[src/rtl/bram_rd_stream.sv]
// bram_rd_stream
//   Read-side engine for an asymmetric dual-port BRAM. On start it issues
//   sequential port-B reads, captures doutb into a 2-entry word buffer and
//   streams every word out as two OUT_W halves, low half first.
//
//   Ports:
//     clk, rst_n            clock, asynchronous active-low reset
//     start                 command pulse (ignored while busy)
//     base_addr, num_words  transfer parameters, sampled with start
//     busy, done            transfer status / 1-cycle completion pulse
//     enb, addrb, doutb     BRAM port-B read interface
//     m_data, m_valid,
//     m_ready               output half-word stream
//     m_last                final half of the transfer (BRAM_RD_LAST_EN only)
//
//   Optional feature macro: BRAM_RD_LAST_EN adds the m_last output.
module bram_rd_stream #(
   parameter int RD_ADDR_W = 1,
   parameter int RD_DATA_W = 32,
   parameter int OUT_W     = 16,
   parameter int RD_LAT    = 1
) (
   input  logic                 clk,
   input  logic                 rst_n,
   input  logic                 start,
   input  logic [RD_ADDR_W-1:0] base_addr,
   input  logic [RD_ADDR_W:0]   num_words,
   output logic                 busy,
   output logic                 done,
   output logic                 enb,
   output logic [RD_ADDR_W-1:0] addrb,
   input  logic [RD_DATA_W-1:0] doutb,
   output logic [OUT_W-1:0]     m_data,
   output logic                 m_valid,
   input  logic                 m_ready
`ifdef BRAM_RD_LAST_EN
   ,
   output logic                 m_last
`endif
);

   typedef enum logic [1:0] {IDLE, READ, DRAIN} state_t;

   state_t                 state_q, state_d;
   logic [RD_ADDR_W-1:0]   addr_q, addr_d;
   logic [RD_ADDR_W:0]     left_q, left_d;
   logic                   done_q, done_d;
   logic [RD_LAT-1:0]      pipe_q, pipe_d;     // one bit per in-flight read
   logic [RD_DATA_W-1:0]   buf_q [2];
   logic                   wr_q, rd_q, half_q;
   logic [1:0]             cnt_q, cnt_d;       // buffered words
   logic [1:0]             infl;
   logic                   push, pop;
   logic [RD_LAT:0]        pipe_ext;

   always_comb begin
      infl = '0;
      for (int i = 0; i < RD_LAT; i++) infl = infl + 2'(pipe_q[i]);
   end

   assign push    = pipe_q[RD_LAT-1];
   assign m_valid = (cnt_q != 2'd0);
   assign pop     = m_valid & m_ready & half_q;   // word leaves after its high half

   // Credit: a new read may start only if buffered + in-flight words, less
   // the word retiring this cycle, stay below the buffer depth.
   assign enb = (state_q == READ) &&
                (({1'b0, cnt_q} + {1'b0, infl}) < (3'd2 + 3'(pop)));

   assign busy   = (state_q != IDLE);
   assign done   = done_q;
   assign addrb  = addr_q;
   assign m_data = !m_valid ? '0 :
                   half_q   ? buf_q[rd_q][RD_DATA_W-1:OUT_W] : buf_q[rd_q][OUT_W-1:0];

`ifdef BRAM_RD_LAST_EN
   // Only the final word can be buffered with nothing in flight while draining.
   assign m_last = m_valid && half_q && (state_q == DRAIN) && (cnt_q == 2'd1) && (infl == 2'd0);
`endif

   assign pipe_ext = {pipe_q, enb};
   assign pipe_d   = pipe_ext[RD_LAT-1:0];
   assign cnt_d    = cnt_q + 2'(push) - 2'(pop);

   always_comb begin
      state_d = state_q;
      addr_d  = addr_q;
      left_d  = left_q;
      done_d  = 1'b0;
      case (state_q)
         IDLE: if (start) begin
            addr_d = base_addr;
            left_d = num_words;
            if (num_words != '0) state_d = READ;
            else                 done_d  = 1'b1;
         end
         READ: if (enb) begin
            addr_d = addr_q + 1'b1;   // wraps modulo 2**RD_ADDR_W
            left_d = left_q - 1'b1;
            if (left_q == 1) state_d = DRAIN;
         end
         DRAIN: if (pop && cnt_q == 2'd1 && infl == 2'd0) begin
            state_d = IDLE;
            done_d  = 1'b1;
         end
         default: state_d = IDLE;
      endcase
   end

   always_ff @(posedge clk or negedge rst_n) begin
      if (!rst_n) begin
         state_q  <= IDLE;
         addr_q   <= '0;
         left_q   <= '0;
         done_q   <= 1'b0;
         pipe_q   <= '0;
         cnt_q    <= '0;
         wr_q     <= 1'b0;
         rd_q     <= 1'b0;
         half_q   <= 1'b0;
         buf_q[0] <= '0;
         buf_q[1] <= '0;
      end else begin
         state_q <= state_d;
         addr_q  <= addr_d;
         left_q  <= left_d;
         done_q  <= done_d;
         pipe_q  <= pipe_d;
         cnt_q   <= cnt_d;
         if (push) begin
            buf_q[wr_q] <= doutb;
            wr_q        <= ~wr_q;
         end
         if (m_valid && m_ready) half_q <= ~half_q;
         if (pop) rd_q <= ~rd_q;
      end
   end

endmodule

[config.mk]
export PLATFORM = sky130hd
export DESIGN_NAME = bram_rd_stream
export DESIGN_NICKNAME = d
export VERILOG_FILES = /design/src/rtl/bram_rd_stream.sv
export SDC_FILE = /design/constraint.sdc
export NUM_CORES = 1
export LEC_CHECK = 0
export ABC_AREA = 1
export BUFFER_PORTS_ARGS = -buffer_cell sky130_fd_sc_hd__buf_2
export CAP_MARGIN = 15
export CORE_MARGIN = 3
export CORE_UTILIZATION = 40
export DETAILED_ROUTE_END_ITERATION = 12
export SLEW_MARGIN = 20
export SYNTH_ARGS = -nofsm -noshare
export SYNTH_HDL_FRONTEND = slang
export SYNTH_SLANG_ARGS = --single-unit
export TNS_END_PERCENT = 30
[constraint.sdc]
create_clock -name clk -period 1.4 [get_ports clk]
set_input_delay 0.35 -clock clk [delete_from_list [all_inputs] [get_ports clk]]
set_output_delay 0.35 -clock clk [all_outputs]
set_load 0.02 [all_outputs]
; ---- After elaboration in Yosys (flattened, before gate mapping)
; Cells that the tools add are included.
[word_totals]
word_cells = 74
output_inout_bits = 21
regBits = 76
[op_classes]
n_bitwise = 7
eq_ne = 9
mux = 24
n_reduce_logical = 13
add_sub_neg = 6
magnitude_cmp = 4
[op_table]
columns = op, n
row1 = 32-bit 2-to-1 mux, 4
row2 = 64-bit bitwise mux, 1
row3 = 32-bit demux with 1-bit select, 1
row4 = 16-bit 2-to-1 mux, 2
row5 = 2-bit 2-to-1 mux, 7
row6 = "2-bit != test, second input constant", 4
row7 = 2-bit nonzero test, 4
row8 = "2-bit by 1-bit == test with 1-bit output, second input constant", 3
row9 = 2-bit one-hot mux with 3 select lines, 1
row10 = 1-bit logical AND, 5
row11 = 1-bit 2-to-1 mux, 5
row12 = 5-bit AND reduction, 1
row13 = "2-bit >= comparator, second input constant", 2
row14 = 2-bit zero test, 2
row15 = 1-bit NOT with 2-bit output, 2
row16 = 1-bit one-hot mux with 2 select lines, 2
row17 = 2-bit one-hot mux with 2 select lines, 1
row18 = 2-bit by 1-bit adder with 3-bit output, 1
row19 = "2-bit by 1-bit adder with 3-bit output, first input constant", 1
row20 = 3-bit less-than comparator, 1
row21 = 1-bit NOT, 3
row22 = 3-bit AND reduction, 1
row23 = 2-bit by 1-bit adder with 2-bit output, 1
row24 = 1-bit bitwise AND, 2
row25 = 6 further kinds, 6

; ---- Longest topological paths before layout
[depth]
word_depth = 8
mapped_depth = 8
depth_no_buf = 8

; ---- Worst setup path after synthesis
; OpenSTA, ideal clock, no wires.
[synth_timing]
kind = reg2out
startpoint = register cnt_q[0]
endpoint = output m_data[0]
path_slack_ns = -0.208
arrival_time_ns = 1.258
path_stages_with_launch = 6
cell_sequence = dfrtp_1 inv_2 nand2_2 inv_1 clkbuf_1 a21oi_1
[synth_between]
elab_chain_len = 2
[synth_rtl]
columns = item, line
row1 = from (decl), 51  ; logic [1:0] cnt_q, cnt_d;
row2 = from (signal assigned), 129  ; cnt_q <= cnt_d;
row3 = 2-bit nonzero test, 62  ; assign m_valid = (cnt_q != 2'd0);
row4 = via m_valid, 34  ; output logic m_valid,
row5 = 16-bit 2-to-1 mux, 73  ; assign m_data = !m_valid ? '0 :
row6 = to (decl), 33  ; output logic [OUT_W-1:0] m_data,
; The timed path passes the listed nets, and every way through them passes these cells.

; ---- Final worst setup path
[layout_timing]
startpoint = register cnt_q[0]
endpoint = output enb
[layout_between]
elab_chain_len = 6
elab_cells_between_ends = 7
[layout_rtl]
columns = item, line
row1 = 2-bit nonzero test, 62
row2 = 1-bit bitwise AND (2 in a row), 63  ; assign pop = m_valid & m_ready & half_q;
row3 = 2-bit by 1-bit adder with 3-bit output, 68  ; (({1'b0, cnt_q} + {1'b0, infl}) < (3'd2 + 3'(pop)));
row4 = 3-bit less-than comparator *, 68
row5 = 1-bit logical AND *, 67  ; assign enb = (state_q == READ) &&
row6 = to (decl), 30  ; output logic enb,
; Mark *: on every way between the ends. The rest lies on a longest branch, timed or not.

==> impl_metrics.json <==
{
  "num_io_pins": 60,
  "vias_per_cell": 4.86,
  "clock_skew_ns": 0.0136,
  "yosys.area.top_type": "dfrtp_1",
  "cts_setup_buffers": 0,
  "setup_ws_ns": -0.494,
  "grt_usage": 0.191,
  "final-max-slew-violation-count": 0,
  "hp-class": "in2async",
  "crit_path_end_kind": "primary output",
  "postRouteWirelength_mm": 8.96,
  "grt.overflow.total": 0,
  "dieArea_um2": 10300,
  "slowest_stage": "dfrtp_1",
  "htreeDepth": 3,
  "crit_path_max_incr_delay_ns": 0.39,
  "start_util": 0.414,
  "power_density_nw_per_um2": 2780,
  "cts_hold_buf": 0,
  "ys_ff_latch": 76,
  "drt-initial-drc-count": 102,
  "worst-path-max-fanout": 2,
  "grt_pass1_vias": 3123,
  "synth_top_area_frac": 0.522,
  "finalSetupViolCount": 21,
  "clk_latency_ns": 0.35,
  "place.gp.congestion": 0.815,
  "fin_util": 0.545,
  "layout-drive-gt1-share": 0.324,
  "worstSetupPathType": "reg2out",
  "syn_to_final_growth_pct": 31.6,
  "whs_ns": 0.00849,
  "cts_buffers": 9,
  "root_buffer": "clkbuf_8",
  "core-area_um2": 8810,
  "drt_pre_antenna_iters": 4,
  "grt_pass1_wl_mm": 15.3,
  "crit_arrival_ns": 1.54,
  "core.rowCount": 34,
  "wire_per_inst_um": 14.2,
  "pwr-share-clk": 0.134,
  "ys_types": 21,
  "dieWidth_um": 101,
  "post-dp-hpwl_mm": 6.39,
  "yosysWarnings": 0,
  "status": "finished, violations left",
  "grt_max_degree": 77,
  "vias": 3060,
  "nets": 560,
  "rsz0062_at_grt": "yes",
  "cp-start-kind": "register",
  "dp_slack_ns": -0.221,
  "synth_area_per_cell_um2": 8.24,
  "clock-sinks": 76,
  "max_freq_mhz": 528,
  "power_leakage_nw": 2.37,
  "switching_share": 0.427,
  "synth_fp_nets": 485,
  "dp_cells": 614,
  "cp_cell_sequence": "ha_2 -> ha_1 -> nand2_2 -> nand3_2 -> inv_2 -> buf_6",
  "syn_area_um2": 3640,
  "relSlewSlack": 0.729,
  "synthCells": 442,
  "detail-route-antenna-nets": 0,
  "ir_drop_v": 0.00121,
  "final_cell_mix": "nand2_1 (84), dfrtp_1 (74), nor2_1 (68)",
  "antenna_found_initial": 0,
  "ctsLongestPathBuffers": 2,
  "tightest_slew_ns": 0.407,
  "cts_tree": "done",
  "cp.required_ns": 1.05,
  "diodes": 0,
  "seq_area_frac_synth": 0.522,
  "drcViolationCount": 0,
  "hold_viol_final": 0,
  "die_h_um": 101,
  "r2r_slack_ns": -0.02,
  "placed_area_um2": 4410,
  "io_buffers": 59,
  "finalInstanceArea_um2": 4800,
  "max_cap_viol_count": 0,
  "clk_pin_slew_ns": 0.08,
  "yosys-top-cells-area": "dfrtp_1 (52%), nand2_1 (9.0%), nor2_1 (7.1%)",
  "final_cell_count_no_fill": 629,
  "timing.final.crit_share": 1.35,
  "violations": "negative setup slack",
  "internal_power_mw": 7.64,
  "post-route-min-period_ns": 1.89,
  "p_switching_mw": 5.69,
  "p_seq_frac": 0.298,
  "final_common_cell": "nand2_1",
  "power.share.combinational": 0.569
}
## routing by layer
| metal | vias up | routed length (µm) | GRT usage |
|---|---|---|---|
| met1 | 1445 | 4380 | 0.270 |
| met3 | 11 | 267 | 0.0289 |
| met4 | 0 | 136 | 0.0644 |
| met5 | - | 0 | 0 |
| li1 | 1552 | - | - |
| met2 | 52 | 4180 | 0.303 |
## cells by family after synthesis
kind of cell	count (synthesis)	share of synthesized area
compound gates	119	0.184
buf+inv	71	0.0886
fa+ha+maj	4	0.0137
simple gates	168	0.182
xor+xnor	4	0.00962
flops	76	0.522
## Yosys cell counts, drive strengths merged
cell type,instances
nand4,2
a21oi,17
xor2,3
nand2,88
buf,15
nor2,70
xnor2,1
or2,2
inv,47
ha,4
dfrtp,76
o21ai,102
clkbuf,9
nand3,6
## final cells by class
cell class / instances / area, µm²
tap: 108 / 135
multi-input combinational: 295 / 1620
inverter: 47 / 185
sequential: 76 / 1900
fill: 851 / 4010
clock buffer: 12 / 165
clock inverter: 3 / 43.8
timing repair buffer: 88 / 738
## sequential cells by signal, indices dropped and copies added (netlist names)
signal / flops
addrb: 1
buf_q: 64
cnt_q: 2
done: 1
half_q: 1
left_q: 2
pipe_q: 1
rd_q: 1
state_q: 2
wr_q: 1
## per-stage QoR
step                      TNS, ns  power, mW
after floorplan             -1.37       8.56
after global placement      -2.53       10.6
after detailed placement    -3.14       10.7
after CTS                   -8.50       13.2
after global routing        -9.97       14.5
final                       -8.23       13.3
## power by group through the flow
stage	clock network [mW]	registers (mW)	logic, mW
2_1_floorplan	0	3.78	4.78
3_3_place_gp	0	3.94	6.66
3_5_place_dp	0	3.96	6.77
4_1_cts	1.82	3.97	7.45
5_1_grt	1.91	4.12	8.44
6_report	1.78	3.97	7.58
## final timing paths
check,startpoint,endpoint,cells past startpoint
worst max-delay path,cnt_q[0],enb,6
worst min-delay path,rst_n,buf_q[6],2
worst max register to register,cnt_q[0],addrb,8
worst min register to register,buf_q[40],buf_q[40],2
max in group asynchronous,rst_n,half_q,2
min in group clk,doutb[25],buf_q[57],3
## critical path, delay by kind of cell, from the launching register on
| kind | cells | cell delay (ns) |
|---|---|---|
| flops | 1 | 0.39 |
| fa+ha+maj | 2 | 0.45 |
| buf+inv | 2 | 0.18 |
| simple gates | 2 | 0.16 |
## what timing repair did
item	CTS	global route
pin swaps	2	1
gates cloned	0	0
endpoints found under the hold margin	0	0
endpoints found under the setup margin	24	30
resized for setup	52	14
(Power assumes the default switching activity.)
